### config.mk
export PLATFORM = sky130hd
export DESIGN_NAME = lcd_writer
export DESIGN_NICKNAME = d
export VERILOG_FILES = /design/src/rtl/lcd_writer.sv
export SDC_FILE = /design/constraint.sdc
export NUM_CORES = 1
export LEC_CHECK = 0
export ABC_AREA = 1
export CORE_UTILIZATION = 56
export CTS_CLUSTER_SIZE = 25
export DETAILED_ROUTE_END_ITERATION = 8
export HOLD_SLACK_MARGIN = 0.1
export PLACE_DENSITY = 0.88
export SLEW_MARGIN = 20
export SYNTH_ARGS = -nofsm -noshare
export SYNTH_HDL_FRONTEND = slang
export SYNTH_SLANG_ARGS = --single-unit
export TNS_END_PERCENT = 10
### constraint.sdc
create_clock -name clock -period 1.8 [get_ports clock]
set_clock_uncertainty 0.05 [all_clocks]
set_input_delay 0.45 -clock clock [delete_from_list [all_inputs] [get_ports clock]]
set_output_delay 0.45 -clock clock [all_outputs]
set_load 0.02 [all_outputs]
### src/rtl/lcd_writer.sv
// lcd_writer: drains the LCD character FIFO onto an HD44780 8-bit parallel bus.
// Define LCD_INIT_EN to include the power-on initialization sequence.
module lcd_writer #(
  parameter int         CLOCKS_PER_US = 50,
  parameter logic [7:0] ESC_BYTE      = 8'h1B
) (
  input  logic       clock,
  input  logic       reset,
  input  logic [7:0] fifo_out,
  input  logic       fifo_empty,
  output logic       fifo_out_read,
  output logic       lcd_rs,
  output logic       lcd_rw,
  output logic       lcd_e,
  output logic [7:0] lcd_data,
  output logic       busy
);

  localparam int CNT_W = $clog2(15000 * CLOCKS_PER_US + 1);
  localparam logic [CNT_W-1:0] T_STROBE = CNT_W'(CLOCKS_PER_US - 1);
  localparam logic [CNT_W-1:0] T_SHORT  = CNT_W'(40 * CLOCKS_PER_US - 1);
  localparam logic [CNT_W-1:0] T_LONG   = CNT_W'(1640 * CLOCKS_PER_US - 1);
`ifdef LCD_INIT_EN
  localparam logic [CNT_W-1:0] T_POWER  = CNT_W'(15000 * CLOCKS_PER_US - 1);
  localparam logic [CNT_W-1:0] T_FIRST  = CNT_W'(4100 * CLOCKS_PER_US - 1);
  localparam logic [2:0]       LAST_INIT = 3'd5;
  localparam logic [2:0]       INIT_DONE = 3'd6;
`endif

  typedef enum logic [2:0] {
    INIT_WAIT, INIT_CMD, IDLE, FETCH, SETUP, PULSE, HOLD, EXEC_WAIT
  } state_t;

  state_t           state, state_n;
  logic [CNT_W-1:0] cnt, cnt_n;
  logic [7:0]       byte_reg;
  logic             esc_flag, esc_n;
  logic             read_n, rs_n, e_n;
  logic [7:0]       data_n;
`ifdef LCD_INIT_EN
  logic [2:0]       init_idx, idx_n;
`endif

  // Clear/home commands need the long execution time; everything else is short.
  function automatic logic [CNT_W-1:0] exec_len(input logic rs, input logic [7:0] d);
    if (!rs && (d == 8'h01 || d == 8'h02 || d == 8'h03))
      return T_LONG;
    return T_SHORT;
  endfunction

`ifdef LCD_INIT_EN
  function automatic logic [7:0] init_cmd(input logic [2:0] idx);
    case (idx)
      3'd0, 3'd1, 3'd2: return 8'h38;
      3'd3:             return 8'h0C;
      3'd4:             return 8'h01;
      default:          return 8'h06;
    endcase
  endfunction
`endif

  assign lcd_rw = 1'b0;
  assign busy   = (state != IDLE);

  always_comb begin
    state_n = state;
    cnt_n   = (cnt != '0) ? cnt - 1'b1 : '0;
    esc_n   = esc_flag;
    read_n  = 1'b0;
    rs_n    = lcd_rs;
    e_n     = lcd_e;
    data_n  = lcd_data;
`ifdef LCD_INIT_EN
    idx_n   = init_idx;
`endif
    case (state)
`ifdef LCD_INIT_EN
      INIT_WAIT: begin
        if (cnt == '0)
          state_n = INIT_CMD;
      end
      INIT_CMD: begin
        rs_n    = 1'b0;
        data_n  = init_cmd(init_idx);
        cnt_n   = T_STROBE;
        state_n = SETUP;
      end
`endif
      IDLE: begin
        if (!fifo_empty) begin
          read_n  = 1'b1;
          state_n = FETCH;
        end
      end
      FETCH: begin
        if (byte_reg == ESC_BYTE && !esc_flag) begin
          esc_n   = 1'b1;
          state_n = IDLE;
        end else begin
          rs_n    = !esc_flag;
          data_n  = byte_reg;
          esc_n   = 1'b0;
          cnt_n   = T_STROBE;
          state_n = SETUP;
        end
      end
      SETUP: begin
        if (cnt == '0) begin
          e_n     = 1'b1;
          cnt_n   = T_STROBE;
          state_n = PULSE;
        end
      end
      PULSE: begin
        if (cnt == '0) begin
          e_n     = 1'b0;
          cnt_n   = T_STROBE;
          state_n = HOLD;
        end
      end
      HOLD: begin
        if (cnt == '0) begin
          cnt_n   = exec_len(lcd_rs, lcd_data);
`ifdef LCD_INIT_EN
          if (init_idx == 3'd0)
            cnt_n = T_FIRST;
`endif
          state_n = EXEC_WAIT;
        end
      end
      EXEC_WAIT: begin
        if (cnt == '0) begin
          state_n = IDLE;
`ifdef LCD_INIT_EN
          if (init_idx != INIT_DONE) begin
            idx_n   = init_idx + 3'd1;
            state_n = (init_idx == LAST_INIT) ? IDLE : INIT_CMD;
          end
`endif
        end
      end
      default: state_n = IDLE;
    endcase
  end

  always_ff @(posedge clock) begin
    if (reset) begin
`ifdef LCD_INIT_EN
      state    <= INIT_WAIT;
      cnt      <= T_POWER;
      init_idx <= 3'd0;
`else
      state    <= IDLE;
      cnt      <= '0;
`endif
      esc_flag      <= 1'b0;
      fifo_out_read <= 1'b0;
      lcd_rs        <= 1'b0;
      lcd_e         <= 1'b0;
      lcd_data      <= 8'h00;
    end else begin
      state         <= state_n;
      cnt           <= cnt_n;
      esc_flag      <= esc_n;
      fifo_out_read <= read_n;
      lcd_rs        <= rs_n;
      lcd_e         <= e_n;
      lcd_data      <= data_n;
`ifdef LCD_INIT_EN
      init_idx      <= idx_n;
`endif
    end
  end

  // Head byte captured while IDLE; it is popped on the following FETCH cycle.
  always_ff @(posedge clock) begin
    if (state == IDLE && !fifo_empty)
      byte_reg <= fifo_out;
  end

endmodule

After elaboration in Yosys (flattened, before gate mapping)
Cells that the tools add are included.
{"block": "op_classes", "n_shift": 0, "reduce_logical": 16, "mux": 22, "eq_ne": 16, "n_lt_le_gt_ge": 0, "add_sub_neg": 1, "mul": 0, "n_div": 0, "bitwise": 2}
{"operator": "$mux W20", "count": 6}
{"operator": "$pmux W20 S3", "count": 1}
{"operator": "$logic_not A20 Y1", "count": 1}
{"operator": "$reduce_bool A20 Y1", "count": 1}
{"operator": "$sub A20 B1 Y20 const B", "count": 1}
{"operator": "$mux W3", "count": 6}
{"operator": "$pmux W3 S6", "count": 1}
{"operator": "$eq A8 B2 Y1 const B", "count": 2}
{"operator": "$eq A3 B3 Y1 const B", "count": 4}
{"operator": "$ne A2 B2 Y1 const B", "count": 5}
{"operator": "$eq A8 B1 Y1 const B", "count": 1}
{"operator": "$eq A8 B5 Y1 const B", "count": 1}
{"operator": "$mux W1", "count": 7}
{"operator": "$eq A3 B2 Y1 const B", "count": 2}
{"operator": "$reduce_and A5 Y1", "count": 1}
{"operator": "$reduce_or A2 Y1", "count": 2}
{"operator": "$logic_and A1 B1 Y1", "count": 3}
{"operator": "$logic_not A1 Y1", "count": 3}
{"operator": "$ne A3 B2 Y1 const B", "count": 1}
{"operator": "$reduce_and A3 Y1", "count": 1}
{"operator": "$logic_or A1 B1 Y1", "count": 2}
{"operator": "$not A1 Y1", "count": 2}
{"operator": "$pmux W1 S2", "count": 1}
{"operator": "$reduce_and A2 Y1", "count": 1}
{"operator": "$reduce_bool A2 Y1", "count": 1}
{"block": "word_totals", "n_memories": 0, "rom_bits": 0, "output_inout_bits": 13, "reg_bits": 43, "in_bits": 11, "ramBits": 0, "latchBits": 0}

Logic depth before layout (Yosys ltp)
{"block": "logic_depth", "word_depth": 10, "mapped_depth": 10, "mapped_depth_nobuf": 10}

Worst setup path before layout
OpenSTA, ideal clock, no wires.
{"block": "synth_timing", "path_kind": "flip-flop to flip-flop", "startpoint": "register state[2]", "endpoint": "register byte_reg[0] (enable)", "required_time_ns": 1.379, "synth_period_minus_slack_ns": 1.620, "n_path_buf": 1, "arrival_ns": 1.199, "setup_ns": 0.371, "slack_ns": 0.180, "path_stages_with_launch": 5, "path_cell_list": "dfxtp_1 -> buf_6 -> nor3_1 -> inv_1 -> nor2_1"}
{"block": "synth_between", "elab_chain_cells": 2}
{"element": "start: declaration", "line": "34", "text": "state_t state, state_n;"}
{"element": "start signal: assignment", "line": "162", "text": "state <= state_n;"}
{"element": "$eq A3 B2 Y1", "line": "177", "text": "if (state == IDLE && !fifo_empty)"}
{"element": "$logic_and A1 B1 Y1", "line": "177"}
{"element": "end signal: assignment", "line": "178", "text": "byte_reg <= fifo_out;"}
{"element": "end: declaration", "line": "36", "text": "logic [7:0] byte_reg;"}
No other way between the ends.
A chain may end at the register's enable or synchronous reset.

Final worst setup path
{"block": "layout_timing", "startpoint": "register lcd_data[1]", "endpoint": "output lcd_data[1]"}
{"element": "start: declaration", "line": "15", "text": "output logic [7:0] lcd_data,"}
{"element": "start signal: assignment", "line": "168", "text": "lcd_data <= data_n;"}
No word-level cell between the ends.

==> results.py <==
metrics = {
    "power": {
        "p_leak_nw": 1.26,
        "total_power_mw": 5.74,
        "powerDensity_nw_per_um2": 2150,
        "irDropWorstVdd_uv": 1090,
    },
    "worst_hold_path": {
        "holdCritPathClass": "flip-flop to flip-flop",
        "min-delay-start": "lcd_data[6]$_SDFFE_PP0P_",
        "hold-path-cell-count": 2,
        "holdPathEnd": "lcd_data[6]$_SDFFE_PP0P_",
    },
    "synth": {
        "synth_area_leaders": "dfxtp_1, edfxtp_1, nor2_1, nand2_1, inv_1",
        "syn_area_sq_um": 2220,
        "yosysUniqueCellTypes": 32,
        "ys_ff_latch": 43,
        "avgSynthCellArea_sq_um": 7.58,
        "synth_top_area_frac": 0.315,
        "netlist_instances": 293,
        "yosysTopAreaCell": "dfxtp_1",
        "yosysWarnings": 0,
        "synth.yosys.seq_area_share": 0.424,
        "synth_fp_nets": 306,
    },
    "clocking": {
        "root_buffer": "clkbuf_8",
        "numCtsBuffers": 5,
        "path_clk_slew_ns": 0.09,
        "postCtsHoldBufs": 0,
        "cts_setup_buffers": 0,
        "cts_buffer_depth": 2,
        "clock_latency_ns": 0.30,
        "h-tree-depth": 2,
        "clock-sinks": 43,
        "cts_tree": "yes",
    },
    "worst_setup_path": {
        "r2r_slack_ns": 0.17,
        "r2r-end": "state[1]$_SDFFE_PP1P_",
        "path_buf_inv": 1,
        "required_ns": 1.30,
        "crit_chain": "clkdlybuf4s50_1",
        "critPathTopFamily": "buffers and inverters",
        "cp_max_fo": 3,
        "crit_path_max_incr_delay_ns": 0.61,
        "r2r-start": "cnt[0]$_SDFF_PP0_",
        "crit_arrival_ns": 1.26,
        "r2r_cells": 9,
        "crit_type": "flip-flop to primary output",
        "end_kind": "primary output",
        "slowest_stage": "clkdlybuf4s50_1",
        "startpoint_type": "flip-flop",
    },
    "placement": {
        "gp_congestion": 0.864,
        "placed_cell_area_sq_um": 2500,
        "io_buffers": 22,
        "dp_slack_ns": -0.00135,
        "hpwl_um": 3650,
    },
    "floorplan": {
        "coreArea_sq_um": 3740,
        "die_w_um": 65.0,
        "die_area_sq_um": 4220,
        "rows": 22,
        "start_util": 0.593,
        "io_pins": 24,
        "die_y_um": 65.0,
    },
    "global_routing": {
        "grt_overflow": 0,
        "grt_pass1_vias": 1910,
        "grt_use_total": 0.254,
        "grt_pass1_wl_um": 8120,
        "antenna_found_initial": 0,
        "grt_max_degree": 15,
    },
    "timing": {
        "setup_viol_count_final": 0,
        "slew_viol_final": 0,
        "fin_crit_ns": 1.76,
        "fmax_ghz": 0.567,
        "min_period_over_period": 0.980,
        "hold_viol_final": 0,
        "worst_slack_ns": 0.0365,
        "rsz0062_at_grt": "no",
        "fin_setup_tns_ns": 0,
    },
    "cells_and_area": {
        "largest_reg_flops": 20,
        "syn_to_final_growth_pct": 20.2,
        "num-nets-final": 335,
        "final_common_cell": "nor2_1",
        "num-fill-cells": 285,
        "antenna_cells": 0,
        "final_cell_mix": "nor2_1, nand2_1, dfxtp_1, inv_1",
        "fin_area_sq_um": 2670,
        "drive_gt1_frac": 0.149,
        "fin_util": 0.713,
    },
    "route": {
        "wl_per_cell_um": 12.9,
        "vias_per_cell": 5.33,
        "vias": 1977,
        "ant_nets": 0,
        "drtIter0Drc": 93,
        "totalWireLength_um": 4790,
        "route.detailed.drc": 0,
        "drtPass1Iterations": 4,
    },
    "flow_run": {
        "cap_viol_max_count": 0,
    },
    "outcome": {
        "status": "finished clean",
    },
}
==> through the flow <==
| stage | hold slack [ns] | instances |
|---|---|---|
| 6_report | 0.430 | 371 |
| 5_1_grt | 0.468 | 371 |
| 4_1_cts | 0.431 | 371 |
| 3_5_place_dp | 0.417 | 363 |
| 3_3_place_gp | 0.407 | 363 |
| 2_1_floorplan | 0.394 | 293 |
==> cell usage after synthesis (all sizes together) <==
cell type and count:
ha 2, edfxtp 8, nand2 56, xnor2 3, inv 32, conb 1
o21a 1, xor2 8, dfxtp 35, nand3 20, a21oi 17, nor3 10
or2 1, nand4 7, o211ai 1, o31ai 1, nor2 68, o21ai 15
nand3b 1, clkbuf 2, buf 4
==> cells by family after synthesis <==
group	count (synthesis)	share of synthesized area
buffers and inverters	38	0.0744
xor gates and xnor gates	11	0.0434
and+or+nand+nor	163	0.363
DFF	43	0.424
other	1	0.00169
adders and majority gates	2	0.0113
AOI/OAI and AO/OA	35	0.0823
==> how the worst max path moves through the flow <==
stage | from | endpoint | slack (ns) | depth (start not counted)
after detailed placement | state[1]$_SDFFE_PP1P_ | busy | -0.001 | 4
after global routing | lcd_data[1]$_SDFFE_PP0P_ | lcd_data[1] | 0.003 | 1
after CTS | lcd_data[0]$_SDFFE_PP0P_ | lcd_data[0] | 0.003 | 1
after global placement | state[1]$_SDFFE_PP1P_ | busy | 0.08 | 4
final | lcd_data[1]$_SDFFE_PP0P_ | lcd_data[1] | 0.04 | 1
after floorplan | state[2]$_SDFFE_PP0P_ | byte_reg[0]$_DFFE_PP_ | 0.18 | 4
==> tightest hold or removal path, cell delays in order (launching register included) <==
cell and delay [ns]:
dfxtp_1 0.32, inv_1 0.06, a21oi_1 0.05
==> metal layers <==
layer,up-vias,global-route usage,wire [um],share of wire
li1,996,-,-,-
met1,912,0.286,2060,0.43
met2,54,0.448,2420,0.50
met3,15,0.0563,179,0.037
met4,0,0.125,129,0.027
met5,-,0,0,0
==> area by class of cell <==
cell class,instances,area [sq um],area share
Multi-Input combinational cell,212,1130,0.422
Sequential cell,43,942,0.353
Timing Repair Buffer,28,284,0.106
Inverter,32,120,0.0450
Clock buffer,5,68.8,0.0258
Clock inverter,3,67.6,0.0253
Tap cell,48,60.1,0.0225
==> power by group <==
part	leakage [nW]	internal (mW)	switching, mW
Combinational	0.837	1.16	2.05
Clock	0.0644	0.553	0.339
Sequential	0.362	1.35	0.290
Total	1.26	3.06	2.68
==> what timing repair did <==
action,4_1_cts,5_1_grt
gates resized for setup,4,10
setup endpoints to repair,1,15
hold endpoints to repair,0,0
No activity file was read; power rests on OpenSTA's default activity.
